$ cat src/rtl/dcache_flush_ctrl.sv
// ---------------------------------------------------------------------------
// dcache_flush_ctrl
//
// Whole-cache flush sequencer for the write-back data cache. When a flush is
// requested, it waits for the miss unit to drain. It then walks every
// (set, way) of the metadata array, with way as the inner loop. For each line
// it reads the metadata, writes back dirty lines through the miss/writeback
// unit, and clears the dirty bit. When InvalidateOnFlush is set, it also
// clears the valid bit.
//
// Ports
//   clk_i, rst_ni      clock, asynchronous active-low reset
//   flush_i            level flush request; flush_ack_o pulses one cycle at end
//   busy_o             high whenever the sequencer is not idle
//   miss_idle_i        miss unit has no outstanding transaction
//   tag_req_o/gnt_i    metadata read handshake for tag_set_o/tag_way_o
//   rd_valid_i/dirty_i metadata returned the cycle after a read grant
//   wb_req_o/gnt_i     writeback request handshake for the current line
//   wb_done_i          writeback finished pulse
//   upd_we_o           metadata write strobe with upd_valid_o/upd_dirty_o
//   wb_count_o         saturating count of writebacks in the last/current flush
// ---------------------------------------------------------------------------
module dcache_flush_ctrl #(
   parameter int unsigned NumSets           = 256,
   parameter int unsigned NumWays           = 8,
   parameter bit          InvalidateOnFlush = 1'b1,
   parameter int unsigned CntW              = 16,
   localparam int unsigned SetW = (NumSets > 1) ? $clog2(NumSets) : 1,
   localparam int unsigned WayW = (NumWays > 1) ? $clog2(NumWays) : 1
) (
   input  logic            clk_i,
   input  logic            rst_ni,
   input  logic            flush_i,
   output logic            flush_ack_o,
   output logic            busy_o,
   input  logic            miss_idle_i,
   output logic            tag_req_o,
   input  logic            tag_gnt_i,
   output logic [SetW-1:0] tag_set_o,
   output logic [WayW-1:0] tag_way_o,
   input  logic            rd_valid_i,
   input  logic            rd_dirty_i,
   output logic            wb_req_o,
   input  logic            wb_gnt_i,
   input  logic            wb_done_i,
   output logic            upd_we_o,
   output logic            upd_valid_o,
   output logic            upd_dirty_o,
   output logic [CntW-1:0] wb_count_o
);

   typedef enum logic [3:0] {
      S_IDLE,
      S_WAIT_IDLE,
      S_READ,
      S_CHECK,
      S_WB_REQ,
      S_WB_WAIT,
      S_UPDATE,
      S_NEXT,
      S_DONE
   } state_e;

   state_e          r_state;
   state_e          w_state_nxt;
   logic [SetW-1:0] r_set;
   logic [WayW-1:0] r_way;
   logic [CntW-1:0] r_wb_cnt;
   logic            w_last_set;
   logic            w_last_way;

   assign w_last_set = (r_set == SetW'(NumSets - 1));
   // With a single way this is always true, so every NEXT advances the set.
   assign w_last_way = (r_way == WayW'(NumWays - 1));

   assign tag_set_o  = r_set;
   assign tag_way_o  = r_way;
   assign wb_count_o = r_wb_cnt;

   // State register
   always_ff @(posedge clk_i or negedge rst_ni) begin
      if (!rst_ni) begin
         r_state <= S_IDLE;
      end else begin
         r_state <= w_state_nxt;
      end
   end

   // Line walker: way is the inner loop, set the outer loop
   always_ff @(posedge clk_i or negedge rst_ni) begin
      if (!rst_ni) begin
         r_set <= '0;
         r_way <= '0;
      end else if (r_state == S_DONE) begin
         r_set <= '0;
         r_way <= '0;
      end else if ((r_state == S_NEXT) && !(w_last_set && w_last_way)) begin
         if (w_last_way) begin
            r_way <= '0;
            r_set <= r_set + SetW'(1);
         end else begin
            r_way <= r_way + WayW'(1);
         end
      end
   end

   // Writeback statistics: cleared at flush start and held after completion
   always_ff @(posedge clk_i or negedge rst_ni) begin
      if (!rst_ni) begin
         r_wb_cnt <= '0;
      end else if ((r_state == S_IDLE) && flush_i) begin
         r_wb_cnt <= '0;
      end else if ((r_state == S_WB_REQ) && wb_gnt_i && (r_wb_cnt != '1)) begin
         r_wb_cnt <= r_wb_cnt + CntW'(1);
      end
   end

   // Next state and outputs
   always_comb begin
      w_state_nxt = r_state;
      busy_o      = 1'b1;
      flush_ack_o = 1'b0;
      tag_req_o   = 1'b0;
      wb_req_o    = 1'b0;
      upd_we_o    = 1'b0;
      upd_valid_o = 1'b0;
      upd_dirty_o = 1'b0;

      case (r_state)
         S_IDLE: begin
            busy_o = 1'b0;
            if (flush_i) begin
               w_state_nxt = S_WAIT_IDLE;
            end
         end
         S_WAIT_IDLE: begin
            if (miss_idle_i) begin
               w_state_nxt = S_READ;
            end
         end
         S_READ: begin
            tag_req_o = 1'b1;
            if (tag_gnt_i) begin
               w_state_nxt = S_CHECK;
            end
         end
         S_CHECK: begin
            if (rd_valid_i && rd_dirty_i) begin
               w_state_nxt = S_WB_REQ;
            end else if (rd_valid_i && InvalidateOnFlush) begin
               w_state_nxt = S_UPDATE;
            end else begin
               w_state_nxt = S_NEXT;
            end
         end
         S_WB_REQ: begin
            wb_req_o = 1'b1;
            if (wb_gnt_i) begin
               w_state_nxt = S_WB_WAIT;
            end
         end
         S_WB_WAIT: begin
            if (wb_done_i) begin
               w_state_nxt = S_UPDATE;
            end
         end
         S_UPDATE: begin
            upd_we_o    = 1'b1;
            upd_valid_o = ~InvalidateOnFlush;
            upd_dirty_o = 1'b0;
            w_state_nxt = S_NEXT;
         end
         S_NEXT: begin
            if (w_last_set && w_last_way) begin
               w_state_nxt = S_DONE;
            end else begin
               w_state_nxt = S_READ;
            end
         end
         S_DONE: begin
            flush_ack_o = 1'b1;
            w_state_nxt = S_IDLE;
         end
         default: begin
            w_state_nxt = S_IDLE;
         end
      endcase
   end

endmodule

$ cat config.mk
export PLATFORM = sky130hd
export DESIGN_NAME = dcache_flush_ctrl
export DESIGN_NICKNAME = d
export VERILOG_FILES = /design/src/rtl/dcache_flush_ctrl.sv
export SDC_FILE = /design/constraint.sdc
export NUM_CORES = 1
export LEC_CHECK = 0
export BUFFER_PORTS_ARGS = -buffer_cell sky130_fd_sc_hd__buf_2
export CORE_UTILIZATION = 31
export DETAILED_ROUTE_END_ITERATION = 10
export HOLD_SLACK_MARGIN = 0.06
export PLACE_DENSITY = 0.51
export SETUP_SLACK_MARGIN = 0.3
export SYNTH_ARGS = -nofsm -noshare
export SYNTH_HDL_FRONTEND = slang
export SYNTH_SLANG_ARGS = --single-unit
$ cat constraint.sdc
create_clock -name clk_i -period 2.23 [get_ports clk_i]
set_clock_uncertainty 0.05 [all_clocks]
set_input_delay 0.669 -clock clk_i [delete_from_list [all_inputs] [get_ports clk_i]]
set_output_delay 0.669 -clock clk_i [all_outputs]
set_load 0.05 [all_outputs]
## After elaboration in Yosys (flattened, before gate mapping)

Cells that the tools add are included.

- Bits of input ports: 9
- Word-level logic and storage cells: 58
- Flip-flop bits (word level): 31
- Output and inout port bits: 34

- Muxes and demuxes: 22
- Reduce and logical (&&, ||, !) cells: 13
- Add/subtract/negate cells: 3
- Eq/ne operators: 16

Operators with widths:

| cell | number |
|---|---|
| $mux W16 | 2 |
| $pmux W4 S8 | 1 |
| $mux W4 | 6 |
| $mux W8 | 3 |
| $add A16 B1 Y16 const B | 1 |
| $eq A4 B3 Y1 const B | 4 |
| $ne A16 B16 Y1 const B | 1 |
| $ne A2 B2 Y1 const B | 5 |
| $mux W3 | 3 |
| $add A8 B1 Y8 const B | 1 |
| $eq A4 B2 Y1 const B | 2 |
| $eq A8 B8 Y1 const B | 1 |
| $logic_and A1 B1 Y1 | 6 |
| $mux W1 | 6 |
| $reduce_bool A2 Y1 | 3 |
| $reduce_and A5 Y1 | 1 |
| $eq A4 B1 Y1 const B | 1 |
| $eq A4 B4 Y1 const B | 1 |
| $logic_not A4 Y1 | 1 |
| $add A3 B1 Y3 const B | 1 |
| $eq A3 B3 Y1 const B | 1 |
| $mux W2 | 1 |
| $reduce_and A2 Y1 | 1 |
| $logic_not A1 Y1 | 1 |

## Depth between registers and ports, before layout

- Depth after elaboration: 6
- Gate-level depth with buffers: 8
- Depth with buffers taken out: 7

## Worst setup path before layout

Ideal clock, no wire load.

- Path kind: reg-to-output
- Start point: reg r_state[2]
- End point: out upd_we_o
- Stages on the path, launching flop included: 3
- Slack: -0.758 ns
- Path buffers: 1
- Arrival: 2.269 ns
- Required time: 1.511 ns
- Cell sequence: dfrtp_1 -> clkbuf_1 -> nor4b_1

- Cells in the longest elaborated chain, start to end: 2

Ends and longest elaborated chain:

| item | line | RTL |
|---|---|---|
| start: declaration | 64 | `state_e r_state;` |
| start signal: assignment | 85 | `r_state <= w_state_nxt;` |
| $eq A4 B3 Y1 | 129 | `case (r_state)` |
| $mux W1 | 129 |  |
| end: declaration | 46 | `output logic upd_we_o,` |

Every way passes these cells.

## Worst setup path in the final report

- Start point: reg r_state[3]
- End point: out tag_req_o

- Cells in the longest elaborated chain, start to end: 2

Ends and longest elaborated chain:

| item | line | RTL |
|---|---|---|
| $eq A4 B2 Y1 | 129 |  |
| $mux W1 | 129 |  |
| end: declaration | 37 | `output logic tag_req_o,` |

Every way passes these cells.

==> impl_results.md <==
* Max Fclk at 0.492 GHz
* IO buf count at 40
* Worst Setup Start Kind: flip-flop
* CP arrival at between 1000 and 1500 ps
* CTS Root Cell: clkbuf_8
* Combinational family with the most area after synthesis: simple AND/OR/NAND/NOR gates
* Critical path's slowest cell: dfrtp_2
* Ys async rst share at 100%
* Area Growth Syn to Fin at 34.8%
* Wire length of the first global-routing pass at around 7.2 mm
* Core box area at around 5200 sq um
* Area leader, netlist: dfrtp_1
* Area fraction of the dominant cell type after synthesis at between 40 and 50%
* CTS HTree Levels at 2
* Count leader, synth: dfrtp_1
* Reg area at roughly 800 sq um
* P per Cell Area at 1050 nW/um^2
* Syn. warnings at 0
* Post-route minimum period at ~2000 ps
* Setup Viol. Count Final at 0
* GR Overflow Total at 0
* Clk Latency, worst-skew pair at 290 ps
* DR iter-0 viols at between 70 and 80
* Chip width at roughly 77 microns
* Post-synth EDFFs at 0
* HPWL Detailed at between 3 and 4 mm
* # fillers at approximately 530
* Status: finished clean
* GRT Resource Usage Total at roughly 15%
* CP required at between 1500 and 2000 ps
* Max cap viols at 0
* Hold crit path type: in -> async
* CP Cell Sequence: nor4_4 > buf_6
* Peak VDD IR at roughly 0.7 mV
* Mapped cell area at ~1700 sq um
* Clock-pin slew on the worst setup and hold paths at ~70 ps
* Gate Count Post-Synth at roughly 190
* TNS Setup at 0 ps
* Die area at 5900 sq um
* Crit path kind: reg -> out
* Final Hold Viols at 0
* Number of global-route vias before repair at 1,515
* Via count at about 1,500
* CP max FO at 8
* Final wirelength at ~4.2 mm
* Mux cell area share after synthesis at about 4.6%
* Sequential area share after synthesis at 44.7%
* Die Y at ~77 microns
* Top cells by area, synth: dfrtp_1 45%, nand2_1 5.0%, nor2_1 5.0%
* Initial Util at roughly 33%
* Crit path largest cell delay at around 500 ps
* Synth cell types at 40
* CTS Sinks at 31
* Leak at 1.14 nW
* Period utilization at between 90% and 100%
* Pre-antenna DRT Iters at 4
* Largest net degree at the start of global routing at 13
* Number of CTS-inserted buffers at 5
* Share of post-route cells with drive strength above 1 at between 30% and 40%
* Gpl congestion at 0.826
* Post-cts hold buffer count at 0
* Post-Syn Area per Cell at 9.37 sq um
* # nets final at around 260
* CP endpoint kind: output pin
* RSZ-0062 raised after global routing: true
* CP bufs+invs at 1
* Ports at 43
* Post-Synth Simple-Gate Area at a little over a quarter
* Final slew viol count at 0
* Xor/xnor share of the synthesized area at a little over 7%
* Placement Rows at 26
* Adder-cell share of the synthesized area at 2.89%
* Multi-input gate area at a little under 1000 sq um
* N_diodes at 0
* DR WL/cell at between 10 and 15 microns
* Main flop type after synthesis: dfrtp_1
* Vias per inst at around 4.8
* Routed Antenna Nets at 0
* Initial antenna violation count at 0
* Compound-gate portion of the synthesized area at 9.67%
* # DRC at 0
* Tot Pwr at 2.46 mW
* Seq cells post-synth at 31
* CP delay by family, top: flip-flops
* CTS tree: built
* Post-synth top cells: 31 x dfrtp_1, 23 x nand2_1, 23 x nor2_1
* Maximum clock path buffer count at 2
-- where the power goes --
group	total (mW)	switching [mW]	internal [mW]
combinational	1.08	0.653	0.426
sequential	0.798	0.137	0.661
clock	0.582	0.221	0.361
-- final cells by class --
cell class              count  share of cell area, %
multi-input cells         143                   41.5
flip-flops and latches     31                   33.5
repair buffers             57                   15.4
well taps                  70                   3.75
clock buffers               6                   3.53
clock inverters             2                   1.50
inverters                   4                  0.803
-- metrics by stage --
step	utilization [%]	hold WS (ps)	instances	instance area (sq um)	setup slack, ps
6_report	44.6	202	313	2340	199
5_1_grt	44.6	216	313	2340	135
4_1_cts	44.3	209	311	2320	195
3_5_place_dp	40.6	461	298	2130	294
3_3_place_gp	40.6	458	298	2130	297
2_1_floorplan	-	323	186	1820	64.6
-- cell families (layout without fill, tap and decap cells) --
family	Yosys count	after routing
XOR/XNOR	14	14
multiplexers	8	8
other	1	2
buffers and inverters	12	69
flip-flops	31	31
AND/OR/NAND/NOR	90	90
AO/OA/AOI/OAI	25	25
adder cells (fa/ha/maj)	4	4
-- cells in the final DEF, fill, tap and decap left out, types with 7 or more instances in the layout --
cell,instances
dfrtp_1,24
dfrtp_2,7
nand3_1,12
nand2_1,23
xor2_1,7
nor2_1,21
mux2i_1,8
buf_2,36
buf_4,16
xnor2_1,7
-- worst paths after layout --
check	from	to	slack, ps	cells after the start
max	r_state[3]	tag_req_o	200	2
min	rst_ni	wb_count_o[0]	200	1
max reg2reg	tag_way_o[0]	r_state[1]	400	7
min reg2reg	wb_count_o[6]	wb_count_o[6]	470	1
max in group asynchronous	rst_ni	r_state[2]	1460	2
min in group clk_i	wb_count_o[6]	wb_count_o[6]	470	1
-- sequential cells by signal, summed over array words and instances (netlist names) --
register    cells
tag_way_o       3
tag_set_o       8
r_state         4
wb_count_o     16
-- timing repair --
action,in CTS,in global routing
pin swaps,2,1
buffers inserted,5,2
hold endpoints to repair,0,0
endpoints found under the setup margin,5,10
resized for setup,16,1
-- layer usage --
layer	global-route usage (%)	share of wire (%)	up-vias
met1	19.8	46	719
met2	24.6	48	28
li1	-	-	763
met5	0	0	-
met3	4.05	3.8	8
met4	6.35	1.6	0
Note: power is estimated with default switching activity, not from simulation.
